==> src/rtl/reg_file_dump.sv <==
// Sequential register-file dumper: walks [lo_reg..hi_reg] through one read port
// and streams (address, data) snapshots over a valid/ready handshake.
module reg_file_dump #(
  parameter int ADDR_WIDTH = 5,
  parameter int DATA_WIDTH = 32
) (
  input  logic                  clk,
  input  logic                  rst,
  input  logic                  start,
  input  logic                  abort,
  input  logic [ADDR_WIDTH-1:0] lo_reg,
  input  logic [ADDR_WIDTH-1:0] hi_reg,
  output logic [ADDR_WIDTH-1:0] rd_reg,
  input  logic [DATA_WIDTH-1:0] rd_data,
  output logic                  out_valid,
  input  logic                  out_ready,
  output logic [ADDR_WIDTH-1:0] out_addr,
  output logic [DATA_WIDTH-1:0] out_data,
  output logic                  busy,
  output logic                  done,
  output logic                  range_err
);

  // Handshake: a word transfers on a rising edge where out_valid && out_ready;
  // out_addr/out_data stay frozen while out_valid is high and out_ready is low.

  typedef enum logic [1:0] {IDLE, FETCH, SEND, FIN} state_t;

  state_t                state_q, state_d;
  logic [ADDR_WIDTH-1:0] cur_q, cur_d;
  logic [ADDR_WIDTH-1:0] hi_q, hi_d;
  logic [ADDR_WIDTH-1:0] rd_reg_q, rd_reg_d;
  logic [ADDR_WIDTH-1:0] out_addr_q, out_addr_d;
  logic [DATA_WIDTH-1:0] out_data_q, out_data_d;
  logic                  out_valid_q, out_valid_d;
  logic                  range_err_q, range_err_d;
  logic                  start_req;
  logic                  hs;
  logic                  last_word;

  assign start_req = start && !abort;
  assign hs        = out_valid_q && out_ready;
  assign last_word = (cur_q == hi_q);

  always_ff @(posedge clk or posedge rst) begin
    if (rst) begin
      state_q     <= IDLE;
      cur_q       <= '0;
      hi_q        <= '0;
      rd_reg_q    <= '0;
      out_addr_q  <= '0;
      out_data_q  <= '0;
      out_valid_q <= 1'b0;
      range_err_q <= 1'b0;
    end else begin
      state_q     <= state_d;
      cur_q       <= cur_d;
      hi_q        <= hi_d;
      rd_reg_q    <= rd_reg_d;
      out_addr_q  <= out_addr_d;
      out_data_q  <= out_data_d;
      out_valid_q <= out_valid_d;
      range_err_q <= range_err_d;
    end
  end

  always_comb begin
    state_d = state_q;
    case (state_q)
      IDLE:  if (start_req && (lo_reg <= hi_reg)) state_d = FETCH;
      FETCH: state_d = abort ? IDLE : SEND;
      SEND: begin
        if (abort)   state_d = IDLE;
        else if (hs) state_d = last_word ? FIN : FETCH;
      end
      FIN:   state_d = IDLE;
      default: state_d = IDLE;
    endcase
  end

  // rd_reg is loaded on entry to FETCH so the read port already points at cur
  // for the whole FETCH cycle and holds its value otherwise.
  always_comb begin
    cur_d       = cur_q;
    hi_d        = hi_q;
    rd_reg_d    = rd_reg_q;
    out_addr_d  = out_addr_q;
    out_data_d  = out_data_q;
    out_valid_d = out_valid_q;
    range_err_d = 1'b0;
    case (state_q)
      IDLE: begin
        if (start_req) begin
          if (lo_reg <= hi_reg) begin
            cur_d    = lo_reg;
            hi_d     = hi_reg;
            rd_reg_d = lo_reg;
          end else begin
            range_err_d = 1'b1;
          end
        end
      end
      FETCH: begin
        if (abort) begin
          out_valid_d = 1'b0;
        end else begin
          out_data_d  = rd_data;
          out_addr_d  = cur_q;
          out_valid_d = 1'b1;
        end
      end
      SEND: begin
        if (abort) begin
          out_valid_d = 1'b0;
        end else if (hs) begin
          out_valid_d = 1'b0;
          if (!last_word) begin
            cur_d    = cur_q + 1'b1;
            rd_reg_d = cur_q + 1'b1;
          end
        end
      end
      default: out_valid_d = 1'b0;
    endcase
  end

  always_comb begin
    busy      = (state_q == FETCH) || (state_q == SEND);
    done      = (state_q == FIN) && !abort;
    rd_reg    = rd_reg_q;
    out_addr  = out_addr_q;
    out_data  = out_data_q;
    out_valid = out_valid_q;
    range_err = range_err_q;
  end

endmodule

==> config.mk <==
export PLATFORM = sky130hd
export DESIGN_NAME = reg_file_dump
export DESIGN_NICKNAME = d
export VERILOG_FILES = /design/src/rtl/reg_file_dump.sv
export SDC_FILE = /design/constraint.sdc
export NUM_CORES = 1
export LEC_CHECK = 0
export CAP_MARGIN = 20
export CORE_MARGIN = 2
export CORE_UTILIZATION = 39
export DETAILED_ROUTE_END_ITERATION = 16
export PLACE_DENSITY = 0.85
export SLEW_MARGIN = 20
export SYNTH_ARGS = -nofsm -noshare
export SYNTH_HDL_FRONTEND = slang
export SYNTH_SLANG_ARGS = --single-unit
==> constraint.sdc <==
create_clock -name clk -period 1.5 [get_ports clk]
set_input_delay 0.15 -clock clk [delete_from_list [all_inputs] [get_ports clk]]
set_output_delay 0.15 -clock clk [all_outputs]
set_load 0.05 [all_outputs]
Word level (Yosys, flattened, before mapping)
Index checks and enable logic that the tools add are counted.
- add/sub/neg operators: 1
- bitwise logic cells: 2
- order comparisons: 1
- equal/unequal tests: 11
- multiplexer cells: 19
- reductions and logical operators: 13
- operators with widths (cell ; count):
    $mux 5 ; 5
    $ne 2x2->1 const B ; 6
    $mux 2 ; 5
    $pmux 5 s2 ; 1
    $pmux 2 s4 ; 1
    $mux 1 ; 6
    $reduce_and 2->1 ; 3
    $reduce_and 6->1 ; 1
    $add 5x1->5 const B ; 1
    $eq 5x5->1 ; 1
    $le 5x5->1 ; 1
    $eq 2x2->1 const B ; 2
    $logic_and 1x1->1 ; 4
    $ne 3x3->1 const B ; 1
    $pmux 1 s3 ; 1
    $reduce_and 3->1 ; 1
    $eq 2x1->1 const B ; 1
    $logic_not 2->1 ; 1
    $not 1->1 ; 2
    $reduce_bool 2->1 ; 1
    $logic_not 1->1 ; 1
    $logic_or 1x1->1 ; 1
- output and inout bits: 46
- bits of input ports: 47
- flip-flop bits (word level): 51
- logic and storage cells: 54

Longest topological paths before layout
Gate-level depths: netlist of run 1.
- depth in word-level cells: 5
- gate-level depth with buffers: 7
- depth with buffers taken out: 7

Worst setup path after synthesis of run 1
OpenSTA, ideal clock, no wires.
- path type: register -> register
- start: register rd_reg[0] (netlist name)
- end: register rd_reg_q[0] (netlist: rd_reg[0])
- stages on the path, launching flop included: 6
- required time: 1.382 ns
- path buffers: 0
- arrival: 1.618 ns
- setup slack: -0.236 ns
- library setup time: 0.118 ns
- cell sequence: dfrtp_1 xnor2_1 a31oi_1 a211o_1 and2_4 a21o_1
- RTL lines (element ; RTL line ; source):
    to (signal assigned) ; 59 ; rd_reg_q <= rd_reg_d;
    to (decl) ; 32 ; logic [ADDR_WIDTH-1:0] rd_reg_q, rd_reg_d;

Final worst setup path of run 1
- start: register state_q[1]
- end: register rd_reg_q[0] (netlist: rd_reg[0])
- cells in the longest elaborated chain, start to end: 3
- elaborated cells on any way between the ends: 10
- those cells by class: eq/ne: 6; mux: 1; reduce/logical: 3
- ends and longest elaborated chain (element ; RTL line ; source):
    from (decl) ; 29 ; state_t state_q, state_d;
    from (signal assigned) ; 56 ; state_q <= state_d;
    $eq 2x2->1 or $logic_not 2->1 (tied branches) ; 91 ; case (state_q)
    $ne 2x2->1 (no source line) or $reduce_bool 2->1 (tied branches) ; - ;
    $reduce_and 6->1 (no source line) ; - ;
Several ways; a longest one is shown, not always the timed one.
A chain may end at the register's enable or synchronous reset.

==> out/results.txt, run 1 <==
Worst Setup Start Kind = flop
ys async rst share = 100%
final setup margin = -0.144 ns
Tcrit/Tclk final = 110%
CP Cell Sequence = ha_4 -> nand4b_1 -> a21oi_1 -> a211o_1 -> and2_4 -> a21o_1
number of enable flip-flop cells after synthesis = 0
max-slew violation count = 0
Total GRT Usage = 18.9%
share of the synthesized area in the top cell type = 53.3%
synth top area cells = dfrtp_1 (53%), mux2_2 (19%), ha_1 (5.7%)
worst r2r path cells = 6
H-tree levels = 2
WL final = 6.53 mm
Die W = 82.4 um
Synth area leader = dfrtp_1
status = finished, violations left
site row count = 28
Mapped Nets = 241
clock sinks = 51
most frequent cells after synthesis = dfrtp_1 (51), mux2_2 (41), ha_1 (11)
Ports = 93
Initial Util = 40.4%
count leader, synth = dfrtp_1
post-route ant nets = 0
vias in the first global route = 1962
Fmax achieved = 608 MHz
Netlist cell types = 34
ys flop type = dfrtp_1
PortBufs = 92
CP required = 1.69 ns
Max IR drop VDD = 1610 uV
reg2reg start = state_q[1]
pre-CTS WS = -0.754 ns
Die H = 82.4 um
initial antenna violation count = 0
DRT Pass-1 Iters = 4
leakage = 1.91 nW
RSZ-0062 raised after global routing = true
Max clock buf depth = 2
post-synthesis cell area = 0.00239 mm2
share of cells above drive strength 1 = 56.1%
Max-cap violations = 0
max incr delay on CP = 0.46 ns
CP delay by family, top = compound AO/OA/AOI/OAI gates
violated checks = setup timing
Starting DRT DRC Count = 94
mean post-synth cell area = 13.1 um2
die area = 0.00678 mm2
DR DRC count = 0
Synth Instances = 183
clock buffer count from CTS = 5
Worst Path Arrival = 1.84 ns
overall power = 10.3 mW
CTS tree = done
Crit Path Category = flop to flop
Synth Warn # = 0
Core Region = 0.00592 mm2
reg2reg end = rd_reg[0]
diode count = 0
Routed wire per std cell = 17.0 um
worst slew pin tran = 0.304 ns
power density cells = 2460 mW/mm2
register area share after synthesis = 53.3%
Slowest-stage cell, CP = dfrtp_2
CP endpoint kind = flop
largest net degree at the start of global routing = 52
hold_ws = 0.215 ns
Rel. slew slack = 79.7%
synth-to-layout area growth = 74.3%
first-pass GRT wire length = 9.67 mm
Period minus WS final = 1.64 ns
RePlAce Congestion = 0.838
worst min path class = input pin to async pin
CTS root buf = clkbuf_8
Final Hold Viols = 0
Final Instance Area = 0.00417 mm2
setup slack, reg-to-reg = -0.14 ns
grt ovf = 0
final-stage net count = 367
Placed Instance Area = 0.00364 mm2
clock skew = 0.00645 ns
Clock transition at path regs = 0.10 ns
Clock Latency Late Sink = 0.30 ns
total number of vias = 1971
crit path launch = state_q[1]
Worst Path Buf+Inv = 0
max reg flops = 32
FILL cells = 418
via-per-instance ratio = 5.12
number of synthesized register bits = 51
worst-path fanout max = 6
post-detail-place hpwl = 4.20 mm
setup violators final = 48
through the flow:
step | setup TNS (ns) | utilization [%] | std cells
CTS | -3.18 | 68.2 | 382
floorplan | -0.123 | - | 183
finish | -2.93 | 70.5 | 385
global route | -6.22 | 70.5 | 385
global placement | -13.76 | 61.4 | 368
detailed placement | -14.61 | 61.4 | 368
worst max path at each step:
stage	endpoint	slack [ns]	cells after the start
finish	rd_reg[0]	-0.14	6
global route	rd_reg[0]	-0.19	7
CTS	rd_reg[0]	-0.12	6
detailed placement	hi_q[1]	-0.75	8
global placement	hi_q[4]	-0.70	8
floorplan	rd_reg[0]	-0.03	5
per-layer routing:
layer | vias up | global-route usage, % | routed length, um | share of wire, %
li1 | 897 | - | - | -
met1 | 995 | 24.6 | 2790 | 43
met2 | 75 | 32.2 | 3320 | 51
met3 | 4 | 3.91 | 394 | 6.0
met4 | 0 | 4.50 | 30 | 0.46
met5 | - | 0 | 0 | 0
power breakdown:
part           internal, mW  leakage (nW)  switching [mW]
logic                  3.00          1.26            3.67
registers              2.08         0.592           0.489
clock network         0.549        0.0618           0.462
total                  5.63          1.91            4.63
cells in the final DEF (no fill, tap or decap), types with 2 or more instances in the layout:
master / instances
nand2b_4: 2
buf_6: 4
and2b_2: 2
mux2_4: 42
nand2_1: 7
o22ai_1: 3
inv_1: 2
ha_4: 8
dfrtp_2: 7
dfrtp_1: 44
dlygate4sd2_1: 6
clkdlybuf4s50_1: 35
a31oi_1: 5
clkbuf_8: 6
buf_12: 9
inv_2: 7
buf_4: 61
a21oi_1: 7
clkbuf_16: 2
ha_1: 2
xnor2_2: 5
and2_4: 2
nor2_1: 5
nand3_1: 5
clkdlybuf4s15_1: 4
worst reg2reg max path: stages, from the launching register on:
cell and delay (ns):
dfrtp_2 0.46, ha_4 0.19, nand4b_1 0.13, a21oi_1 0.06
a211o_1 0.36, and2_4 0.19, a21o_1 0.16
kinds of logic (layout without fill, tap and decap cells):
| family | count (synthesis) | count (layout) | share of synthesized area, % |
|---|---|---|---|
| adder cells (fa/ha/maj) | 11 | 11 | 5.75 |
| multiplexers | 43 | 43 | 20.3 |
| AO/OA/AOI/OAI | 25 | 25 | 8.05 |
| flip-flops | 51 | 51 | 53.3 |
| buffers and inverters | 15 | 142 | 2.56 |
| XOR/XNOR | 5 | 5 | 1.83 |
| AND/OR/NAND/NOR | 33 | 33 | 8.20 |
area by class of cell:
type / instances / area, um2 / share of cell area, %
repair buffers: 124 / 1220 / 29.3
multi-input cells: 117 / 1410 / 33.8
clock buffers: 6 / 82.6 / 1.98
clock inverters: 2 / 38.8 / 0.929
flip-flops and latches: 51 / 1280 / 30.8
inverters: 10 / 40.0 / 0.959
well taps: 75 / 93.8 / 2.25
timing repair:
action | 4_1_cts | 5_1_grt
pin swaps | 14 | 4
buffers inserted | 4 | 1
gates resized for setup | 62 | 24
setup endpoints to repair | 51 | 51
hold buffers | 0 | 0
gates cloned | 2 | 3
No activity file was read; power rests on OpenSTA's default activity.
==> inputs of run 2 (changes only) <==
--- a/config.mk
+++ b/config.mk
@@ -6,10 +6,12 @@
 export NUM_CORES = 1
 export LEC_CHECK = 0
 export CAP_MARGIN = 20
+export CELL_PAD_IN_SITES_DETAIL_PLACEMENT = 1
+export CELL_PAD_IN_SITES_GLOBAL_PLACEMENT = 1
 export CORE_MARGIN = 2
-export CORE_UTILIZATION = 39
+export CORE_UTILIZATION = 30
 export DETAILED_ROUTE_END_ITERATION = 16
-export PLACE_DENSITY = 0.85
+export PLACE_DENSITY = 0.84
 export SLEW_MARGIN = 20
 export SYNTH_ARGS = -nofsm -noshare
 export SYNTH_HDL_FRONTEND = slang
==> run 2 against run 1 <==
  * The run still ends with setup timing left
  * Worst setup slack worse by 0.014 ns
  * Via count increased by 0.66%
  * Fmax is 0.85% lower
  * Critical path type unchanged
==> out/results.txt, run 2 (synthesis results as in run 1) <==
Ports = 93 (unchanged)
CTS tree = done
final-stage net count = 377 (+2.7%)
Max IR drop VDD = 1460 uV (-8.9%)
Clock Latency Late Sink = 0.29 ns (about the same)
Int Pwr = 5.75 mW (+2.1%)
initial antenna violation count = 0 (unchanged)
PortBufs = 92 (unchanged)
H-tree levels = 2 (unchanged)
clock sinks = 51 (unchanged)
power density cells = 2450 mW/mm2 (-0.40%)
Tcrit/Tclk final = 111% (+0.94 points)
commonest non-fill, non-tap cells in the layout = buf_4 (68), dfrtp_1 (44), clkdlybuf4s50_1 (36), mux2_4 (29), mux2_2 (13)
Max-cap violations = 0 (unchanged)
commonest non-fill, non-tap cell in the layout = buf_4
post-detail-place hpwl = 5.19 mm (+23%)
FILL cells = 766 (+83%)
pre-CTS WS = -0.711 ns (+0.0423 ns)
CTS Hold Buffers Added = 0 (unchanged)
Layout Cells excl Fill = 422 (+9.6%)
RePlAce Congestion = 0.778 (-7.2%)
status = finished, violations left
Worst Setup Start Kind = flop
CP required = 1.69 ns (about the same)
area of the multi-input gates = 0.00137 mm2 (-3.3%)
Total GRT Usage = 16.3% (-2.5 points)
clock buffer count from CTS = 5 (unchanged)
Initial Util = 31.0% (-9.5 points)
Fmax achieved = 603 MHz (-0.85%)
leakage = 1.93 nW (+0.78%)
violated checks = setup timing
Crit Path Category = flop to flop
Max clock buf depth = 2 (unchanged)
total number of vias = 1984 (+0.66%)
diode count = 0 (unchanged)
worst slew pin tran = 0.341 ns (+0.0371 ns)
Sequential Area = 0.00128 mm2 (unchanged)
setup violators final = 51 (+6.3%)
Clock power frac = 9.4% (-0.5 points)
share of cells above drive strength 1 = 59.1% (+2.9 points)
Combinational Power Share = 66.1% (+1.0 points)
first-pass GRT wire length = 11.1 mm (+15%)
Placed Instances = 398 (+8.2%)
Starting DRT DRC Count = 65 (-31%)
DR DRC count = 0 (unchanged)
CTS root buf = clkbuf_8
Sw Share = 45.2% (+0.056 points)
worst min path class = input pin to async pin
overall power = 10.5 mW (+2.2%)
worst-path fanout max = 5 (-1)
largest net degree at the start of global routing = 27 (-48%)
vias in the first global route = 2190 (+12%)
via-per-instance ratio = 4.70 (-8.2%)
grt ovf = 0 (unchanged)
Die H = 93.3 um (+13%)
Final Core Density = 55.4% (-15 points)
Period minus WS final = 1.66 ns (+0.0141 ns)
Clock transition at path regs = 0.09 ns (about the same)
Rel. slew slack = 77.3% (-2.4 points)
final setup margin = -0.158 ns (-0.0141 ns)
max-slew violation count = 0 (unchanged)
synth-to-layout area growth = 78.8%
Flop pwr share = 24.4% (-0.6 points)
site row count = 32 (+14%)
max reg flops = 32 (unchanged)
RSZ-0062 raised after global routing = true
Die W = 93.3 um (+13%)
clock skew = 0.00253 ns (-0.00392 ns)
die area = 0.00871 mm2 (+28%)
Fin Setup TNS = -5.95 ns (-3.02 ns)
CP endpoint kind = flop
Final Hold Viols = 0 (unchanged)
WL final = 7.57 mm (+16%)
Worst Path Arrival = 1.84 ns (about the same)
post-route ant nets = 0 (unchanged)
DRT Pass-1 Iters = 6 (+2)
Routed wire per std cell = 17.9 um (+5.7%)
sw power = 4.73 mW (+2.3%)
Core Region = 0.00773 mm2 (+31%)
-- run 2: cell count changes in the layout (fill, tap and decap cells not counted), sizes merged --
cell	change
dlymetal6s2s	-1
inv	-1
buf	+10
clkdlybuf4s50	+1
clkinv	+1
-- run 2: cell type report --
cell class / count / share of cell area, %
well taps: 102 / 2.98
inverters: 10 / 0.876
flip-flops and latches: 51 / 30.0
multi-input cells: 117 / 31.9
clock buffers: 6 / 1.93
repair buffers: 134 / 31.5
clock inverters: 2 / 0.818
-- run 2: power by group through the flow --
stage / Clock (mW) / Combinational, mW / Sequential, mW
floorplan: 0 / 1.70 / 4.64
global placement: 0 / 5.85 / 2.50
detailed placement: 0 / 5.99 / 2.57
CTS: 1.02 / 6.49 / 2.54
global route: 1.07 / 7.24 / 2.65
finish: 0.988 / 6.93 / 2.56
-- run 2: critical path: stages, from the launching register on --
cell	delay (ns)
dfrtp_1	0.40
inv_2	0.11
buf_12	0.11
ha_4	0.16
nand3b_1	0.17
nor2b_4	0.27
mux2_4	0.33
-- run 2: routing by layer --
metal,vias up,GRT usage (%),part of all wire (%)
li1,917,-,-
met1,1004,18.7,39
met2,59,31.7,55
met3,4,3.46,4.5
met4,0,2.21,1.0
met5,-,0,0
-- run 2: path summary, 6_finish.rpt --
kind | startpoint | slack, ns | end | cells after the start
max in group asynchronous | rst | 0.99 | out_valid | 3
worst max register to register | state_q[0] | -0.16 | hi_q[3] | 6
min in group clk | hi_reg[2] | 0.24 | hi_q[2] | 2
worst max-delay path | state_q[0] | -0.16 | hi_q[3] | 6
worst min register to register | out_data[5] | 0.52 | out_data[5] | 1
worst min-delay path | rst | 0.22 | out_data[12] | 3
-- run 2: through the flow --
step / hold WS (ns) / cell area (um2)
finish: 0.219 / 4280
global route: 0.252 / 4280
CTS: 0.223 / 4070
detailed placement: 0.498 / 3700
global placement: 0.490 / 3700
floorplan: 0.298 / 2490
-- run 2: what timing repair did --
| item | in CTS | in global routing |
|---|---|---|
| buffers inserted | 8 | 6 |
| gates resized for setup | 41 | 38 |
| pin swaps | 8 | 6 |
| gates cloned | 2 | 2 |
| endpoints found under the setup margin | 51 | 51 |
==> inputs of run 3 (changes only) <==
--- a/config.mk
+++ b/config.mk
@@ -5,12 +5,14 @@
 export SDC_FILE = /design/constraint.sdc
 export NUM_CORES = 1
 export LEC_CHECK = 0
+export ABC_AREA = 1
 export CAP_MARGIN = 20
 export CELL_PAD_IN_SITES_DETAIL_PLACEMENT = 1
 export CELL_PAD_IN_SITES_GLOBAL_PLACEMENT = 1
 export CORE_MARGIN = 2
-export CORE_UTILIZATION = 30
+export CORE_UTILIZATION = 29
 export DETAILED_ROUTE_END_ITERATION = 16
+export HOLD_SLACK_MARGIN = 0.15
 export PLACE_DENSITY = 0.84
 export SLEW_MARGIN = 20
 export SYNTH_ARGS = -nofsm -noshare
==> run 3 against run 2 <==
  * The run still ends with setup timing left
  * Via count rose by 5.6%
  * Fmax up 9.8%
  * Register-to-register slack better by 0.15 ns
  * First-iteration DRC count down 52%
  * Synthesized cell count is 27% higher
  * Total power is 3.7% lower
  * Worst setup slack better by 0.15 ns
  * Hold slack gained 0.023 ns
  * Area after synthesis is 0.78% higher
  * Sequential share of layout area rose by 1.4 points
  * Utilization is 5.3 points lower
  * Critical path type unchanged
  * Critical endpoint is now out_data[9]
  * Highest routed layer unchanged
==> out/results.txt, run 3 <==
Netlist cell types = 21 (-38%)
Clock power frac = 9.4% (about the same)
Max-cap violations = 0 (unchanged)
CTS tree = done
Synth Instances = 232 (+27%)
leakage = 2.04 nW (+5.8%)
Final Hold Viols = 0 (unchanged)
Clock transition at path regs = 0.09 ns (about the same)
Core Region = 0.00813 mm2 (+5.3%)
sw power = 4.86 mW (+2.6%)
register area share after synthesis = 52.9% (-0.41 points)
Initial Util = 29.7% (-1.3 points)
Worst Setup Start Kind = flop
Sw Share = 48.1% (+3.0 points)
final-stage net count = 423 (+12%)
post-synthesis cell area = 0.00241 mm2 (+0.78%)
crit path to = out_data[9]
Ports = 93 (unchanged)
Final Instance Area = 0.00408 mm2 (-4.8%)
reg2reg end = out_data[9]
vias in the first global route = 2117 (-3.3%)
Max IR drop VDD = 671 uV (-54%)
Clock Latency Late Sink = 0.30 ns (about the same)
setup slack, reg-to-reg = -0.01 ns (+0.15 ns)
Total GRT Usage = 13.9% (-2.5 points)
synth-to-layout area growth = 69.0%
share of cells above drive strength 1 = 43.4% (-16 points)
final setup margin = -0.00989 ns (+0.148 ns)
crit path launch = state_q[1]
worst min path class = input pin to flop
Starting DRT DRC Count = 31 (-52%)
via-per-instance ratio = 4.45 (-5.3%)
ys async rst share = 100% (unchanged)
synth top area cells = dfrtp_1 (53%), mux2_2 (15%), nand2_1 (9.3%)
diode count = 0 (unchanged)
clock buffer count from CTS = 5 (unchanged)
post-detail-place hpwl = 4.87 mm (-6.1%)
PortBufs = 92 (unchanged)
Fin Setup TNS = -0.0408 ns (+5.91 ns)
number of synthesized register bits = 51 (unchanged)
Period minus WS final = 1.51 ns (-0.148 ns)
share of the synthesized area in the top cell type = 52.9% (-0.41 points)
Tcrit/Tclk final = 101% (-9.9 points)
Placed Instance Area = 0.00357 mm2 (-3.7%)
die area = 0.00907 mm2 (+4.1%)
hold_ws = 0.242 ns (+0.0232 ns)
max reg flops = 32 (unchanged)
FILL cells = 877 (+14%)
H-tree levels = 2 (unchanged)
status = finished, violations left
DRT Pass-1 Iters = 4 (-2)
CP endpoint kind = flop
DR DRC count = 0 (unchanged)
overall power = 10.1 mW (-3.7%)
Synth area leader = dfrtp_1
clock sinks = 51 (unchanged)
commonest non-fill, non-tap cell in the layout = buf_4
power density cells = 2470 mW/mm2 (+1.1%)
Synth Warn # = 0 (unchanged)
initial antenna violation count = 0 (unchanged)
violated checks = setup timing
Die H = 95.2 um (+2.0%)
Routed wire per std cell = 15.3 um (-15%)
RePlAce Congestion = 0.792 (+1.8%)
grt ovf = 0 (unchanged)
clock skew = 0.00919 ns (+0.00666 ns)
first-pass GRT wire length = 9.87 mm (-11%)
mean post-synth cell area = 10.4 um2 (-21%)
Max clock buf depth = 2 (unchanged)
RSZ-0062 raised after global routing = true
pre-CTS WS = -0.459 ns (+0.252 ns)
Fmax achieved = 662 MHz (+9.8%)
commonest non-fill, non-tap cells in the layout = buf_4 (66), nand2_1 (54), dfrtp_1 (47), clkdlybuf4s50_1 (38), inv_1 (19)
ys flop type = dfrtp_1
most frequent cells after synthesis = nand2_1 (60), dfrtp_1 (51), mux2_2 (33)
Worst Path Arrival = 1.70 ns (-0.14 ns)
post-route ant nets = 0 (unchanged)
Final Core Density = 50.1% (-5.3 points)
Crit Path Category = flop to flop
WL final = 7.21 mm (-4.8%)
number of enable flip-flop cells after synthesis = 0 (unchanged)
Rel. slew slack = 80.3% (+3.0 points)
CTS root buf = clkbuf_8
site row count = 33 (+3.1%)
worst-path fanout max = 6 (+1)
largest net degree at the start of global routing = 36 (+33%)
Combinational Power Share = 65.4% (-0.7 points)
total number of vias = 2096 (+5.6%)
Layout Cells excl Fill = 471 (+12%)
worst slew pin tran = 0.295 ns (-0.0457 ns)
Mapped Nets = 290 (+20%)
reg2reg start = state_q[1]
count leader, synth = nand2_1
max-slew violation count = 0 (unchanged)
worst r2r path cells = 6 (unchanged)
CP required = 1.69 ns (about the same)
setup violators final = 6 (-88%)
Int Pwr = 5.23 mW (-8.9%)
Flop pwr share = 25.2% (+0.8 points)
Placed Instances = 443 (+11%)
Die W = 95.2 um (+2.0%)
==> run 3: worst min-delay path by stage <==
stage | start | endpoint | slack (ns) | cells after the start
after floorplan | hi_reg[4] | hi_q[4] | 0.27 | 2
after global placement | rst | out_data[23] | 0.37 | 2
after detailed placement | rst | out_data[23] | 0.37 | 2
after CTS | hi_reg[4] | hi_q[4] | 0.23 | 3
after global routing | hi_reg[4] | hi_q[4] | 0.26 | 3
final | hi_reg[4] | hi_q[4] | 0.24 | 3
==> run 3: power by group through the flow <==
stage,Combinational (mW),Sequential [mW],Clock [mW]
2_1_floorplan,1.76,4.54,0
3_3_place_gp,5.66,2.50,0
3_5_place_dp,5.79,2.55,0
4_1_cts,5.85,2.53,0.987
5_1_grt,6.99,2.63,1.04
6_report,6.59,2.55,0.950
==> run 3: kinds of logic after synthesis <==
logic type | count (synthesis) | synth area share (%)
mux | 33 | 15.4
flops | 51 | 52.9
compound gates | 18 | 3.78
xor+xnor | 3 | 1.09
fa+ha+maj | 11 | 5.70
simple gates | 86 | 15.9
buf+inv | 30 | 5.24
==> run 3: what timing repair did <==
item | CTS | global route
cloned | 1 | 3
resized for setup | 15 | 43
pin swaps | 7 | 10
setup endpoints to repair | 25 | 39
buffers inserted | 1 | 14
hold buffers | 1 | 0
hold endpoints to repair | 4 | 0
==> run 3: area by class of cell <==
cell class | instances | area, um2 | area share, %
sequential | 51 | 1280 | 31.4
tap | 105 | 131 | 3.22
multi-input combinational | 152 | 1180 | 28.8
timing repair buffer | 130 | 1280 | 31.4
clock inverter | 3 | 43.8 | 1.07
clock buffer | 5 | 68.8 | 1.69
inverter | 25 | 96.3 | 2.36
==> run 3: layer usage <==
layer  part of all wire, %  up-vias  global-route usage [%]
li1                      -     1013                       -
met4                   1.1        0                    3.99
met1                    40     1015                    15.9
met5                     0        -                       0
met3                   5.6        6                    2.77
met2                    53       62                    25.9
==> run 3: worst max-delay path: stages (launching register included) <==
cell	delay [ns]
dfrtp_1	0.44
inv_2	0.12
ha_4	0.15
nand2_4	0.08
buf_12	0.15
clkbuf_16	0.16
mux2_4	0.30
==> variant 1, RTL diff (config.mk and constraints of run 3) <==
Re-encode `state_t` (4 states) as Gray code, 2 bits wide.
--- a/src/rtl/reg_file_dump.sv
+++ b/src/rtl/reg_file_dump.sv
@@ -24,7 +24,7 @@
   // Handshake: a word transfers on a rising edge where out_valid && out_ready;
   // out_addr/out_data stay frozen while out_valid is high and out_ready is low.
 
-  typedef enum logic [1:0] {IDLE, FETCH, SEND, FIN} state_t;
+  typedef enum logic [1:0] {IDLE = 2'b00, FETCH = 2'b01, SEND = 2'b11, FIN = 2'b10} state_t;
 
   state_t                state_q, state_d;
   logic [ADDR_WIDTH-1:0] cur_q, cur_d;
Function: same outputs for any inputs over 10 cycles, from zero or initial values and one cycle with rst high; not proved beyond that.
==> variant 1 against run 3 <==
Area after synthesis rose by 3.5%; critical path depth did not move; sequential cell count did not move; cell area fell by 5.1%; power fell by 7.4%; setup slack improved by 0.090 ns; largest power group unchanged; wire length fell by 3.5%; worst hold slack got worse by 0.033 ns; sequential share of layout area rose by 1.7 points; global-route usage rose by 0.97 points; critical endpoint is now out_data[13].
==> variant 1: results (changes against run 3) <==
Area contributors post-synth dfrtp_1, mux2_4, nand2_1, inv_1, ha_1; clk root buf clkbuf_8; Post-DP Area 3610 µm² (+1.3%); diodes inserted 0 (unchanged); pre-CTS setup slack -0.517 ns (-0.0580 ns); CP top delay family flip-flops; number of global-route vias before repair 2187 (+3.3%); final HPWL from detailed placement 5240 µm (+7.6%); CTS Buffer Depth 2 (unchanged); reg2reg path depth 6 (unchanged); hold crit path type in -> async; overall via count from detail_route 1989 (-5.1%); Clock Skews 0.00970 ns (+0.000514 ns); # H-tree levels 2 (unchanged); sequential area share after synthesis 51.1% (-1.8 points); worst skew pair latency 0.30 ns (about the same); share of cells above drive strength 1 41.8% (-1.6 points); drt first pass iters 4 (unchanged); status complete, no violations; global-route wire length before repair 11200 µm (+14%); CTS Buf Count 5 (unchanged); clk slew on worst S/H paths 0.10 ns; slowest stage delay, CP 0.42 ns (-0.02 ns); slew margin rel. 82.0% (+1.7 points); Synthesis Warnings 0 (unchanged); Worst Path Arrival 1.62 ns (-0.08 ns); Unique masters post-synth 23 (+9.5%); Pleak 1.95 nW (-4.3%); GR Util All Layers 14.8% (+0.97 points); pin count of the biggest net entering global routing 52 (+44%); number of max-cap violations 0 (unchanged); initial antenna violation count 0 (unchanged); Post-Syn Nets 277 (-4.5%); Critical-path top delay cell dfrtp_1; Total Nets Final 394 (-6.9%); maximum fanout along the worst path 19 (+13); max FFs per register 32 (unchanged); IR drop worst, VDD 0.000671 V (about the same); First DRT Iteration DRCs 34 (+9.7%); GPL Wtd Cong 0.777 (-1.9%); async set-reset flop share out of synthesis 100% (unchanged); list of most frequent post-synthesis cells dfrtp_1, nand2_1, mux2_4; routed wire length 6950 µm (-3.5%); Buffers on Ports 92 (unchanged)
[variant 1: changes by cell type in the layout (fill, tap and decap cells not counted), moves of 5 or more]
cell,change
mux2_2,-14
nand4_1,+5
nand2_1,-12
mux2_4,+14
buf_4,-5
nand3_1,-5
[variant 1: tightest hold or removal path: stages]
cell,delay [ns]
clkdlybuf4s50_1,0.42
inv_2,0.07
buf_12,0.26
[variant 1: kinds of logic after synthesis]
group | share of synthesized area, %
simple gates | 15.8
mux | 19.2
buf+inv | 5.86
compound gates | 3.61
flops | 51.1
fa+ha+maj | 3.00
xor+xnor | 1.40
[variant 1: area by class of cell]
class | count | area [µm²]
clock inverters | 3 | 47.5
clock buffers | 5 | 68.8
fillers | 906 | 4430
repair buffers | 115 | 1080
inverters | 25 | 93.8
well taps | 105 | 131
flip-flops and latches | 51 | 1280
multi-input cells | 143 | 1170
[variant 1: metal layers]
layer | vias up | wire length, µm | global-route usage, %
met4 | 0 | 90 | 4.01
met2 | 60 | 3840 | 28.3
met1 | 963 | 2750 | 16.8
met3 | 7 | 270 | 2.67
met5 | - | 0 | 0
li1 | 959 | - | -
[variant 1: final timing paths]
| kind | endpoint | slack, ns | start |
|---|---|---|---|
| worst max-delay path | out_data[13] | 0.08 | state_q[0] |
| worst min-delay path | out_data[6] | 0.21 | rst |
| worst max register to register | out_data[13] | 0.08 | state_q[0] |
| worst min register to register | out_addr[4] | 0.49 | out_addr[4] |
| max in group asynchronous | rd_reg[1] | 1.04 | rst |
| min in group clk | hi_q[2] | 0.21 | hi_reg[2] |
[variant 1: stage by stage]
stage | cells | hold WS (ns) | setup TNS, ns
2_1_floorplan | 224 | 0.271 | 0
6_report | 447 | 0.209 | 0
3_5_place_dp | 431 | 0.475 | -5.85
5_1_grt | 447 | 0.238 | -0.0156
3_3_place_gp | 431 | 0.468 | -4.46
4_1_cts | 442 | 0.204 | 0
[variant 1: power by group]
group | internal [mW] | switching [mW]
Sequential | 2.06 | 0.494
Combinational | 2.25 | 3.54
Clock | 0.506 | 0.488
[variant 1: timing repair]
item | 4_1_cts | 5_1_grt
setup buffers | 2 | 5
gates resized for setup | 15 | 14
pin swaps | 9 | 8
gates cloned | 1 | 0
setup endpoints to repair | 10 | 13
==> variant 2, RTL diff (config.mk and constraints of run 3) <==
Made on the original files. Set the parameter `DATA_WIDTH` to 24 (it was 32).
--- a/src/rtl/reg_file_dump.sv
+++ b/src/rtl/reg_file_dump.sv
@@ -2,7 +2,7 @@
 // and streams (address, data) snapshots over a valid/ready handshake.
 module reg_file_dump #(
   parameter int ADDR_WIDTH = 5,
-  parameter int DATA_WIDTH = 32
+  parameter int DATA_WIDTH = 24
 ) (
   input  logic                  clk,
   input  logic                  rst,
Interface: changed (resized out_data and rd_data); port bits go from 93 to 77. No check against the original RTL was run, so the function may have changed too.
==> variant 2 against run 3 <==
First-iteration DRC count up 19%; sequential share of layout area fell by 0.21 points; setup slack better by 0.031 ns; cell area down 15%; power fell by 16%; area after synthesis is 12% lower; highest routed layer unchanged; synthesized cell count decreased by 7.3%; die area fell by 12%; sequential cell count decreased by 8; clock skew decreased by 0.0056 ns; wire length down 14%.
==> variant 2: results (changes against run 3) <==
status complete, no violations; CLK BUF 6 (+1); FF/Latch Area 1080 µm² (-16%); multi-input combinational cell count 144 (-5.3%); Min Hold Slack 0.240 ns (-0.00163 ns); Post-Syn Nets 265 (-8.6%); Clk network pwr share 11.1% (+1.7 points); syn_area_per_cell 9.85 µm² (-5.4%); Metal-1 WL 2550 µm (-12%); DR WL/cell 14.7 µm (-4.2%); #FFs+latches synth 43 (-16%); pre-CTS setup slack -0.508 ns (-0.0486 ns); routed wire length 6180 µm (-14%); Max Freq 0.676 GHz (+2.1%); First DRT Iteration DRCs 37 (+19%); final core occ 48.3% (-1.9 points); Total Nets Final 372 (-12%); Unique masters post-synth 22 (+4.8%); final HPWL from detailed placement 4400 µm (-9.6%); Worst Path Arrival 1.66 ns (-0.04 ns); Non-clock buffers 103 (-21%); DP Cell Count 405 (-8.6%); Buffers on Ports 76 (-17%); pin count of the biggest net entering global routing 35 (-2.8%); IR drop worst, VDD 0.00122 V (+81%); global-route wire length before repair 9020 µm (-8.7%); Met3 Wirelength 294 µm (-28%); routing usage on met3 3.32% (+0.56 points); Area contributors post-synth dfrtp_1, mux2_2, nand2_1, ha_1, inv_1; Pleak 1.67 nW (-18%); WL met2 3260 µm (-14%); reg2reg path depth 5 (-1); Net Switching 4.11 mW (-15%); NonClk Buf Share 28.6% (-2.8 points); power in combinational cells 5.36 mW (-19%); list of most frequent post-synthesis cells nand2_1, dfrtp_1, inv_1, mux2_2, o21ai_0; reg-to-reg slack, setup 0.02 ns (+0.03 ns); slowest stage delay, CP 0.40 ns (-0.04 ns); M1 GR Usage 16.7% (+0.88 points); pwr/cell area 2440 nW/µm² (-1.3%); GR Util All Layers 14.9% (+1.0 points); ClkCell Share 3.39% (+0.63 points); share of cells above drive strength 1 40.6% (-2.9 points); sequential area share after synthesis 50.8% (-2.0 points); DR vias/cell 4.47 (+0.48%)
-- variant 2: timing repair --
item,in CTS,in global routing
pin swaps,7,7
hold buffers,1,0
endpoints found under the setup margin,13,38
setup buffers,2,2
gates resized for setup,20,19
cloned,1,3
endpoints found under the hold margin,9,0
-- variant 2: how the worst max path moves through the flow --
stage,start,endpoint,cells after the start
6_report,state_q[1],out_data[9],5
3_5_place_dp,hi_reg[4],state_q[0],12
5_1_grt,state_q[1],out_data[9],5
4_1_cts,state_q[0],busy,4
2_1_floorplan,rd_reg[3],rd_reg[4],10
3_3_place_gp,hi_reg[4],state_q[1],12
-- variant 2: cell families after synthesis --
group | count (synthesis) | synth area share, %
adder cells (fa/ha/maj) | 11 | 6.50
AND/OR/NAND/NOR | 86 | 18.3
XOR/XNOR | 3 | 1.24
multiplexers | 25 | 13.3
buffers and inverters | 29 | 5.55
AO/OA/AOI/OAI | 18 | 4.31
flip-flops | 43 | 50.8
